--- src/rtl/debounce_scan_ctrl.sv ---
// Shared-prescaler, time-multiplexed debouncer: one evaluator scans N channels per tick.
// Optional DEBOUNCE_SYNC_EN adds a 2-flop synchronizer per raw bit ahead of evaluation.
module debounce_scan_ctrl #(
  parameter int N          = 4,
  parameter int TICK_DIV   = 500000,
  parameter int STABLE_CNT = 4
) (
  input  logic         clk,
  input  logic         reset,
  input  logic         en,
  input  logic [N-1:0] raw,
  output logic [N-1:0] db_level,
  output logic [N-1:0] db_rise,
  output logic [N-1:0] db_fall,
  output logic         busy,
  output logic         dbg_state
);

  localparam int CW = (TICK_DIV > 1) ? $clog2(TICK_DIV) : 1;
  localparam int IW = (N > 1) ? $clog2(N) : 1;
  localparam logic [CW-1:0] LP_TICK_LAST   = CW'(TICK_DIV - 1);
  localparam logic [IW-1:0] LP_IDX_LAST    = IW'(N - 1);
  localparam logic [2:0]    LP_STABLE_LAST = 3'(STABLE_CNT - 1);

  typedef enum logic {
    S_IDLE = 1'b0,
    S_SCAN = 1'b1
  } state_t;

  state_t        r_state;
  logic [CW-1:0] r_div;
  logic [IW-1:0] r_idx;
  logic [N-1:0]  r_level;
  logic [N-1:0]  r_rise;
  logic [N-1:0]  r_fall;
  logic          r_busy;
  logic [2:0]    r_ch_cnt [N];

  logic [N-1:0]  w_raw;
  logic          w_tick;
  logic          w_raw_bit;
  logic          w_lvl_bit;
  logic [2:0]    w_cnt_cur;
  logic          w_expire;

`ifdef DEBOUNCE_SYNC_EN
  logic [N-1:0] r_sync1;
  logic [N-1:0] r_sync2;

  always_ff @(posedge clk) begin
    if (reset) begin
      r_sync1 <= '0;
      r_sync2 <= '0;
    end else begin
      r_sync1 <= raw;
      r_sync2 <= r_sync1;
    end
  end

  assign w_raw = r_sync2;
`else
  assign w_raw = raw;
`endif

  // Prescaler holds its count while en is low; it never clears on en.
  assign w_tick = en && (r_div == LP_TICK_LAST);

  always_ff @(posedge clk) begin
    if (reset) begin
      r_div <= '0;
    end else if (w_tick) begin
      r_div <= '0;
    end else if (en) begin
      r_div <= r_div + 1'b1;
    end
  end

  assign w_raw_bit = w_raw[r_idx];
  assign w_lvl_bit = r_level[r_idx];
  assign w_cnt_cur = r_ch_cnt[r_idx];
  assign w_expire  = (w_raw_bit != w_lvl_bit) && (w_cnt_cur == LP_STABLE_LAST);

  // Scan FSM and evaluator. Pulses default low every cycle so they last one clock.
  always_ff @(posedge clk) begin
    if (reset) begin
      r_state <= S_IDLE;
      r_idx   <= '0;
      r_busy  <= 1'b0;
      r_level <= '0;
      r_rise  <= '0;
      r_fall  <= '0;
      for (int i = 0; i < N; i++) begin
        r_ch_cnt[i] <= '0;
      end
    end else begin
      r_rise <= '0;
      r_fall <= '0;
      case (r_state)
        S_IDLE: begin
          if (w_tick) begin
            r_state <= S_SCAN;
            r_idx   <= '0;
            r_busy  <= 1'b1;
          end
        end
        S_SCAN: begin
          if (w_raw_bit == w_lvl_bit) begin
            r_ch_cnt[r_idx] <= '0;
          end else if (w_expire) begin
            r_ch_cnt[r_idx] <= '0;
            r_level[r_idx]  <= w_raw_bit;
            r_rise[r_idx]   <= w_raw_bit;
            r_fall[r_idx]   <= ~w_raw_bit;
          end else begin
            r_ch_cnt[r_idx] <= w_cnt_cur + 3'd1;
          end
          // A tick landing here is ignored; the scan always runs to the last channel.
          if (r_idx == LP_IDX_LAST) begin
            r_state <= S_IDLE;
            r_busy  <= 1'b0;
          end else begin
            r_idx <= r_idx + 1'b1;
          end
        end
        default: begin
          r_state <= S_IDLE;
          r_busy  <= 1'b0;
        end
      endcase
    end
  end

  assign db_level  = r_level;
  assign db_rise   = r_rise;
  assign db_fall   = r_fall;
  assign busy      = r_busy;
  assign dbg_state = r_state;

endmodule

--- config.mk ---
export PLATFORM = sky130hd
export DESIGN_NAME = debounce_scan_ctrl
export DESIGN_NICKNAME = d
export VERILOG_FILES = /design/src/rtl/debounce_scan_ctrl.sv
export SDC_FILE = /design/constraint.sdc
export NUM_CORES = 1
export LEC_CHECK = 0
export CAP_MARGIN = 20
export CORE_MARGIN = 3
export CORE_UTILIZATION = 35
export CTS_CLUSTER_DIAMETER = 40
export DETAILED_ROUTE_END_ITERATION = 8
export GPL_TIMING_DRIVEN = 0
export RECOVER_POWER = 50
export SETUP_SLACK_MARGIN = 0.1
export SLEW_MARGIN = 20
export SYNTH_ARGS = -nofsm -noshare
export SYNTH_HDL_FRONTEND = slang
export SYNTH_SLANG_ARGS = --single-unit
--- constraint.sdc ---
create_clock -name clk -period 3.6 [get_ports clk]
set_input_delay 0.54 -clock clk [delete_from_list [all_inputs] [get_ports clk]]
set_output_delay 0.54 -clock clk [all_outputs]
set_load 0.01 [all_outputs]
======== Yosys cells after proc, flatten, opt, wreduce, memory -nomap -nowiden ========
Memory sizes are Yosys's and may differ from the RTL's. A register that Yosys moved wholly into a read port is not among the register bits.
Index checks and enable logic that the tools add are counted.
Widths: inputs -> output; s select.
cells by class
  muxes and demuxes ....................... 39
  add/sub/neg operators ................... 3
  equality and inequality tests ........... 8
  magnitude comparators ................... 2
  reduce and logical (&&, ||, !) cells .... 9
  bitwise operators ....................... 8
operators by type and width
  kind                   number
  $mux 1                 24
  $add 19x1->19 const B  1
  $eq 19x19->1 const B   1
  $mux 2                 5
  $mux 3                 3
  $and 4x4->4            2
  $bmux 1 s2             2
  $bwmux 4               1
  $ne 2x2->1 const B     2
  $not 1->1              4
  $pmux 1 s2             2
  $pmux 2 s2             1
  $reduce_and 2->1       2
  $reduce_or 4->1        1
  $add 3x1->3 const B    1
  $eq 3x2->1 const B     1
  $logic_and 1x1->1      3
  $lt 2x3->1 const B     1
  $reduce_and 3->1       1
  $reduce_or 3->1        1
  $add 2x1->2 const B    1
  $demux 1 s2            1
  $eq 2x2->1 const B     1
  $ge 2x1->1 const B     1
  other kinds (5)        6
word-level totals
  memories ................................ 1
  register bits ........................... 35
  bits in writable memories ............... 12
  input port bits ......................... 7
  output and inout port bits .............. 14
memory list
  memory    depth  bits a word  read ports  clocked after memory_dff  wr ports  RTL line  source
  r_ch_cnt  4      3            1           1                         4         37        logic [2:0] r_ch_cnt [N];

======== Depth between registers and ports, before layout ========
Gate-level depths: netlist (run 1).
  depth in word-level cells ............... 13
  gate-level depth with buffers ........... 7

======== Least setup slack after synthesis (run 1) ========
OpenSTA, ideal clock, no wires.
  kind .................................... reg2reg
  from .................................... register with a tool-made name
  to ...................................... register r_level[1], in the netlist db_level[1]
  data required time ...................... 3526 ps
  arrival time ............................ 1893 ps
  library setup time ...................... 74 ps
  slack ................................... 1633 ps
  stages on the path, launching flop included .. 7
  path buffers ............................ 0
  cells stage by stage .................... dfxtp_1 mux4_2 ha_1 ha_1 and3_1 a211o_1 o21ai_0
RTL lines
  item                            RTL line  source
  end signal: indexed assignment  111       r_level[r_idx] <= w_raw_bit;
  end: declaration                33        logic [N-1:0] r_level;

==> results of run 1 <==
[report_power, final]
part / total, mW / leakage, nW / internal (mW) / switching, mW
registers: 0.573 / 0.422 / 0.569 / 0.00409
clock network: 0.467 / 0.0687 / 0.280 / 0.187
logic: 0.0320 / 0.503 / 0.0151 / 0.0169
total: 1.07 / 0.994 / 0.864 / 0.208
[placed cells by master (no fill, tap or decap), types with 2 or more instances in the layout]
cell             Yosys  layout
dfxtp_1             37      37
nor2_1              33      33
dlygate4sd3_1        0      15
inv_1               12      12
xnor2_1             12      12
edfxtp_1            12      12
nand2_1             11      11
nand2b_1             9       9
nand4_1              8       9
a21oi_1              8       8
nor4_1               8       8
ha_1                 7       7
clkbuf_1             5       5
mux4_2               5       5
buf_2                5       5
xor2_1               5       5
clkbuf_8             0       5
nand3_1              4       4
nand3b_1             4       4
nor3_1               4       4
and2_0               0       4
clkdlybuf4s50_1      0       4
or3_1                2       3
a211o_1              3       3
and3_1               2       2
mux2_2               2       2
or4_1                1       2
and4b_1              2       2
a21oi_2              2       2
and2_1               6       2
mux2i_1              2       2
o21ai_0              2       2
bufinv_16            0       2
[stage by stage]
step	power [mW]	cell area (um^2)	std cells	setup WS [ns]	hold slack [ns]
after global routing	1.11	2750	337	1.25	0.504
after CTS	1.09	2770	337	1.43	0.479
after detailed placement	0.619	2630	329	1.21	0.464
after global placement	0.618	2630	329	1.18	0.462
after floorplan	0.606	2340	233	1.63	0.460
final	1.07	2750	337	1.45	0.468
[path summary, 6_finish.rpt]
path	from	end	slack (ns)	cells after the start
worst max-delay path	reset	r_ch_cnt[2][0]$_SDFFCE_PN0P_	1.45	4
worst min-delay path	busy$_SDFFE_PP0P_	busy$_SDFFE_PP0P_	0.47	2
worst max register to register	flop	r_ch_cnt[1][0]$_SDFFCE_PN0P_	1.47	6
worst min register to register	busy$_SDFFE_PP0P_	busy$_SDFFE_PP0P_	0.47	2
[cell families (layout without fill, tap and decap cells)]
family                     after synthesis  after routing  synth area share, %
AOI/OAI and AO/OA                       23             23                 6.78
buffers and inverters                   23             50                 3.95
DFF                                     49             49                 47.0
and+or+nand+nor                        105            105                 25.6
adders and majority gates                7              7                 3.74
muxes                                    9              9                 6.62
xor gates and xnor gates                17             17                 6.35
[sequential cells by signal, indices dropped and copies added, names as in the netlist, named ones only]
| signal | count |
|---|---|
| r_div | 19 |
| db_level | 4 |
| r_idx | 2 |
| db_rise | 4 |
| r_ch_cnt | 12 |
| db_fall | 4 |
| busy | 1 |
| dbg_state | 1 |
[synthesized netlist by cell type (3+ instances only)]
master    number
a211o_1        3
a21oi_1        8
and2_1         6
buf_2          5
clkbuf_1       5
dfxtp_1       37
edfxtp_1      12
ha_1           7
inv_1         12
mux4_2         5
nand2_1       11
nand2b_1       9
nand3_1        4
nand3b_1       4
nand4_1        8
nor2_1        33
nor3_1         4
nor4_1         8
xnor2_1       12
xor2_1         5
[tightest hold or removal path, stage by stage (launching register included)]
cell	delay, ns
dfxtp_1	0.32
nand2_1	0.07
a21oi_2	0.04
[layout make-up]
| class | count | share of cell area [%] |
|---|---|---|
| clock inverters | 3 | 2.50 |
| plain buffers | 11 | 1.73 |
| inverters | 12 | 1.64 |
| well taps | 77 | 3.50 |
| clock buffers | 5 | 2.50 |
| repair buffers | 19 | 6.92 |
| multi-input cells | 161 | 41.1 |
| flip-flops and latches | 49 | 40.1 |
[metal layers]
layer  part of all wire, %  GRT usage, %  wire length (um)  up-vias
met4                   1.1          3.77                49        0
met5                     0             0                 0        -
li1                      -             -                 -      877
met3                   4.1          3.29               189        5
met2                    46          21.8              2120       27
met1                    48          16.4              2210      817
==> summary.md, run 1 <==
| Metric | Value |
|---|---|
| CTS tree | built |
| Max Buffers Root-to-Sink | 2 |
| Final Util | 42.8% |
| Synth area leaders | dfxtp_1 32%, edfxtp_1 15%, nor2_1 5.3%, mux4_2 4.8%, xnor2_1 4.5% |
| CTS Buf Count | 5 |
| Synth top area share | 31.6% |
| Routed vias | 1726 |
| Post-synthesis to final-layout area growth | 17.3% |
| Final Wtd Congestion | 0.783 |
| 1st-iter DRT viols | 73 |
| Post-synth EDFFs | 12 |
| Fmax | 466 MHz |
| Post-CTS sizing | 0 |
| Worst vdd ir | 0.151 mV |
| TNS Setup | 0 ns |
| DRT Pass-1 Iters | 4 |
| Total global routing overflow | 0 |
| Via density | 5.12 |
| Final #Nets | 273 |
| Chip height | 87.8 um |
| Antenna viol nets, final | 0 |
| Post-Synthesis Cells | 233 |
| Post-Synthesis Net Count | 247 |
| Full die area | 7710 um^2 |
| Fin Clk Skew | 0.00920 ns |
| Final WL | 4570 um |
| ANT cells | 0 |
| # setup viols final | 0 |
| I/O pin cnt | 21 |
| PD cells | 390 nW/um^2 |
| Crit path top cell by count | clkbuf_1 |
| WP data required | 3.61 ns |
| CP endpoint kind | flop |
| Clk sinks | 49 |
| DP HPWL | 3380 um |
| Die width | 87.8 um |
| WS Path Type | in -> reg |
| Clock slew seen by the registers of the worst setup and hold paths | 0.09 ns |
| Min-Delay Path Class | reg -> reg |
| CP arrival | 2.16 ns |
| Clk Latency, worst-skew pair | 0.31 ns |
| Register area | 1100 um^2 |
| Family with the most delay on the worst path | buffers and inverters |
| Status | completed |
| Post-CTS Hold Buffers | 0 |
| Async SR Flop Fraction | 0% |
| Ys Warns | 0 |
| Initial core utilization | 36.5% |
| Top cell type by total area after synthesis | dfxtp_1 |
| Slew @ Worst Pin | 0.677 ns |
| Port buffer count | 19 |
| Seq/Total Area, Yosys | 47.0% |
| RSZ-0062 raised after global routing | no |
| Row count | 29 |
| Average cell area after synthesis | 10.1 um^2 |
| Max-cap violations | 0 |
| Wire per inst | 13.6 um |
| H-tree Lvls | 2 |
| Core Area | 6420 um^2 |
| Final Hold Vio Count | 0 |
| Slowest stage delay, CP | 0.56 ns |
| Fin crit period | 2.15 ns |
| Crit Path Max Fanout | 10 |
| Slowest cell on the critical path | dlygate4sd3_1 |
| Final Cycle Share | 59.6% |
| Worst path cell trace | dlygate4sd3_1, clkbuf_1, clkbuf_1, nand2b_1 |
| Distinct cells, synth | 46 |
| Leakage Power | 0.994 nW |
| FILL cells | 653 |
| FF+latch count, synth | 49 |
| Area of the multi-input gates | 1130 um^2 |
| First-pass GRT wire length | 7840 um |
| Initial antenna violation count | 0 |
| Slew Limit Fails | 0 |
| Crit start category | input port |
| Rel. slew slack | 54.8% |
| Overall Global Routing Usage | 13.0% |
| CTS root buf | clkbuf_8 |
| DRC | 0 |
| Largest net degree at the start of global routing | 17 |
| Vias in the first global route | 1659 |
| CP bufs+invs | 3 |
| Postcts setup bufs | 0 |
| Layout cell share with drive strength beyond 1 | 10.4% |
| Main flop type after synthesis | dfxtp_1 |
| Post-Synthesis Cell Area | 2340 um^2 |
No activity file was read; power rests on OpenSTA's default activity.
==> run 2: changes to the inputs <==
==> constraint.sdc (replaced) <==
create_clock -name clk -period 1.9 [get_ports clk]
set_input_delay 0.285 -clock clk [delete_from_list [all_inputs] [get_ports clk]]
set_output_delay 0.285 -clock clk [all_outputs]
set_load 0.01 [all_outputs]
==> summary.md, run 2 (synthesis results as in run 1) <==
| Metric | Value |
|---|---|
| Status | completed |
| Layout cell share with drive strength beyond 1 | 22.3% (+12 points) |
| Final Wtd Congestion | 0.773 (-1.3%) |
| Chip height | 87.8 um (unchanged) |
| RSZ-0062 raised after global routing | yes |
| Min-Delay Path Class | in -> reg |
| Row count | 29 (unchanged) |
| Crit Path Max Fanout | 4 (-6) |
| Hold_ws | 0.355 ns (-0.113 ns) |
| Initial antenna violation count | 0 (unchanged) |
| Die width | 87.8 um (unchanged) |
| Biggest regs | r_div x19, r_ch_cnt x12 |
| Clk sinks | 49 (unchanged) |
| Largest net degree at the start of global routing | 15 (-2) |
| First-pass GRT wire length | 8000 um (+2.1%) |
| GRT Max-Usage Layer | met2 |
| Fmax | 538 MHz |
| Clock slew seen by the registers of the worst setup and hold paths | 0.08 ns (about the same) |
| WS Path Type | reg -> reg |
| Placed insts | 329 (unchanged) |
| Max Buffers Root-to-Sink | 2 (unchanged) |
| Final Cycle Share | 97.8% |
| Commonest non-fill, non-tap cell in the layout | nor2_1 |
| CP endpoint kind | flop |
| Clk Latency, worst-skew pair | 0.30 ns (about the same) |
| Routed vias | 1726 (unchanged) |
| Fin Clk Skew | 0.00823 ns (-0.000967 ns) |
| DRC | 0 (unchanged) |
| Port buffer count | 19 (unchanged) |
| Vias in the first global route | 1693 (+2.0%) |
| ANT cells | 0 (unchanged) |
| Post-synthesis to final-layout area growth | 24.2% |
| Non-filler cells in the finished layout | 342 (+1.5%) |
| 1st-iter DRT viols | 61 (-16%) |
| Most frequent cells in the layout | 32 x nor2_1, 31 x dfxtp_1, 14 x dlygate4sd3_1 |
| Met2 GRT Util | 21.2% (-0.62 points) |
| PD cells | 646 nW/um^2 (+66%) |
| Fin crit period | 1.86 ns |
| Final WL | 4630 um (+1.2%) |
| Full die area | 7710 um^2 (unchanged) |
| Initial core utilization | 36.5% (unchanged) |
| Crit start category | flop |
| Slew @ Worst Pin | 0.503 ns (-0.174 ns) |
| Final Hold Vio Count | 0 (unchanged) |
| Slew Limit Fails | 0 (unchanged) |
| Via density | 5.05 (-1.5%) |
| Total global routing overflow | 0 (unchanged) |
| Max-cap violations | 0 (unchanged) |
| M3 GR Usage | 4.42% (+1.1 points) |
| WP data required | 1.96 ns (-1.65 ns) |
| DRT Pass-1 Iters | 4 (unchanged) |
| Max reg flops | 19 (unchanged) |
| DP HPWL | 3300 um (-2.3%) |
| Final #Nets | 278 (+1.8%) |
| CTS tree | built |
| Antenna viol nets, final | 0 (unchanged) |
| CP arrival | 1.92 ns (-0.24 ns) |
| Rel. slew slack | 66.5% (+12 points) |
| Core Area | 6420 um^2 (unchanged) |
| I/O pin cnt | 21 (unchanged) |
| Post-CTS Hold Buffers | 0 (unchanged) |
| Largest Register | r_div |
| Overall Global Routing Usage | 13.4% (+0.41 points) |
| Worst vdd ir | 0.351 mV (+130%) |
| CTS root buf | clkbuf_8 |
| Grt met1 use | 17.5% (+1.0 points) |
| CTS Buf Count | 5 (unchanged) |
| H-tree Lvls | 2 (unchanged) |
| # setup viols final | 0 (unchanged) |
| Wire per inst | 13.5 um (-0.30%) |
| Leakage Power | 1.05 nW (+5.3%) |
run 2: worst paths after layout:
kind | from | to | slack, ns | cells after the start
max | flop | r_ch_cnt[0][2]$_SDFFCE_PN0P_ | 0.04 | 5
min | en | r_div[0]$_SDFFE_PP0P_ | 0.35 | 3
max reg2reg | flop | r_ch_cnt[0][2]$_SDFFCE_PN0P_ | 0.04 | 5
min reg2reg | busy$_SDFFE_PP0P_ | busy$_SDFFE_PP0P_ | 0.46 | 2
run 2: what timing repair did:
action | 4_1_cts | 5_1_grt
hold endpoints to repair | 0 | 0
setup buffers | 4 | 1
gates cloned | 0 | 0
setup endpoints to repair | 48 | 39
pin swaps | 23 | 4
resized for setup | 23 | 17
run 2: report_power, final:
part	internal, mW	switching [mW]
Sequential	1.08	0.00881
Clock	0.389	0.330
Combinational	0.0382	0.0394
Total	1.50	0.378
run 2: metrics by stage:
| step | instance area, um^2 | setup TNS, ns | util [%] | total power, mW | setup slack [ns] |
|---|---|---|---|---|---|
| after detailed placement | 2650 | -3.70 | 41.3 | 1.17 | -0.238 |
| after floorplan | 2360 | 0 | - | 1.15 | 0.103 |
| after CTS | 2880 | 0 | 44.9 | 1.91 | 0.0415 |
| final | 2910 | 0 | 45.3 | 1.88 | 0.0420 |
| after global placement | 2650 | -4.00 | 41.3 | 1.17 | -0.247 |
| after global routing | 2910 | -0.247 | 45.3 | 1.96 | -0.0433 |
run 2: final cells by class:
cell class / instances / area (um^2)
plain buffers: 11 / 58.8
clock buffers: 6 / 72.6
clock inverters: 2 / 33.8
fillers: 610 / 3510
inverters: 12 / 45.0
multi-input cells: 161 / 1260
flip-flops and latches: 49 / 1120
well taps: 77 / 96.3
repair buffers: 24 / 225
run 2: critical path, stage by stage (launching register included):
cell	delay [ns]
dfxtp_4	0.38
mux4_2	0.54
ha_4	0.19
ha_4	0.24
nand3b_1	0.19
nor2_1	0.07
run 2: routing by layer:
metal	part of all wire, %	wire (um)
met4	1.2	54
met5	0	0
met2	46	2130
met3	4.3	199
met1	48	2240
==> run 3: changes to the inputs <==
--- a/config.mk
+++ b/config.mk
@@ -11,6 +11,7 @@
 export CTS_CLUSTER_DIAMETER = 40
 export DETAILED_ROUTE_END_ITERATION = 8
 export GPL_TIMING_DRIVEN = 0
+export HOLD_SLACK_MARGIN = 0.03
 export RECOVER_POWER = 50
 export SETUP_SLACK_MARGIN = 0.1
 export SLEW_MARGIN = 20
==> results of run 3 <==
Same layout as run 2: the final DEF is identical, and so are final timing and power.
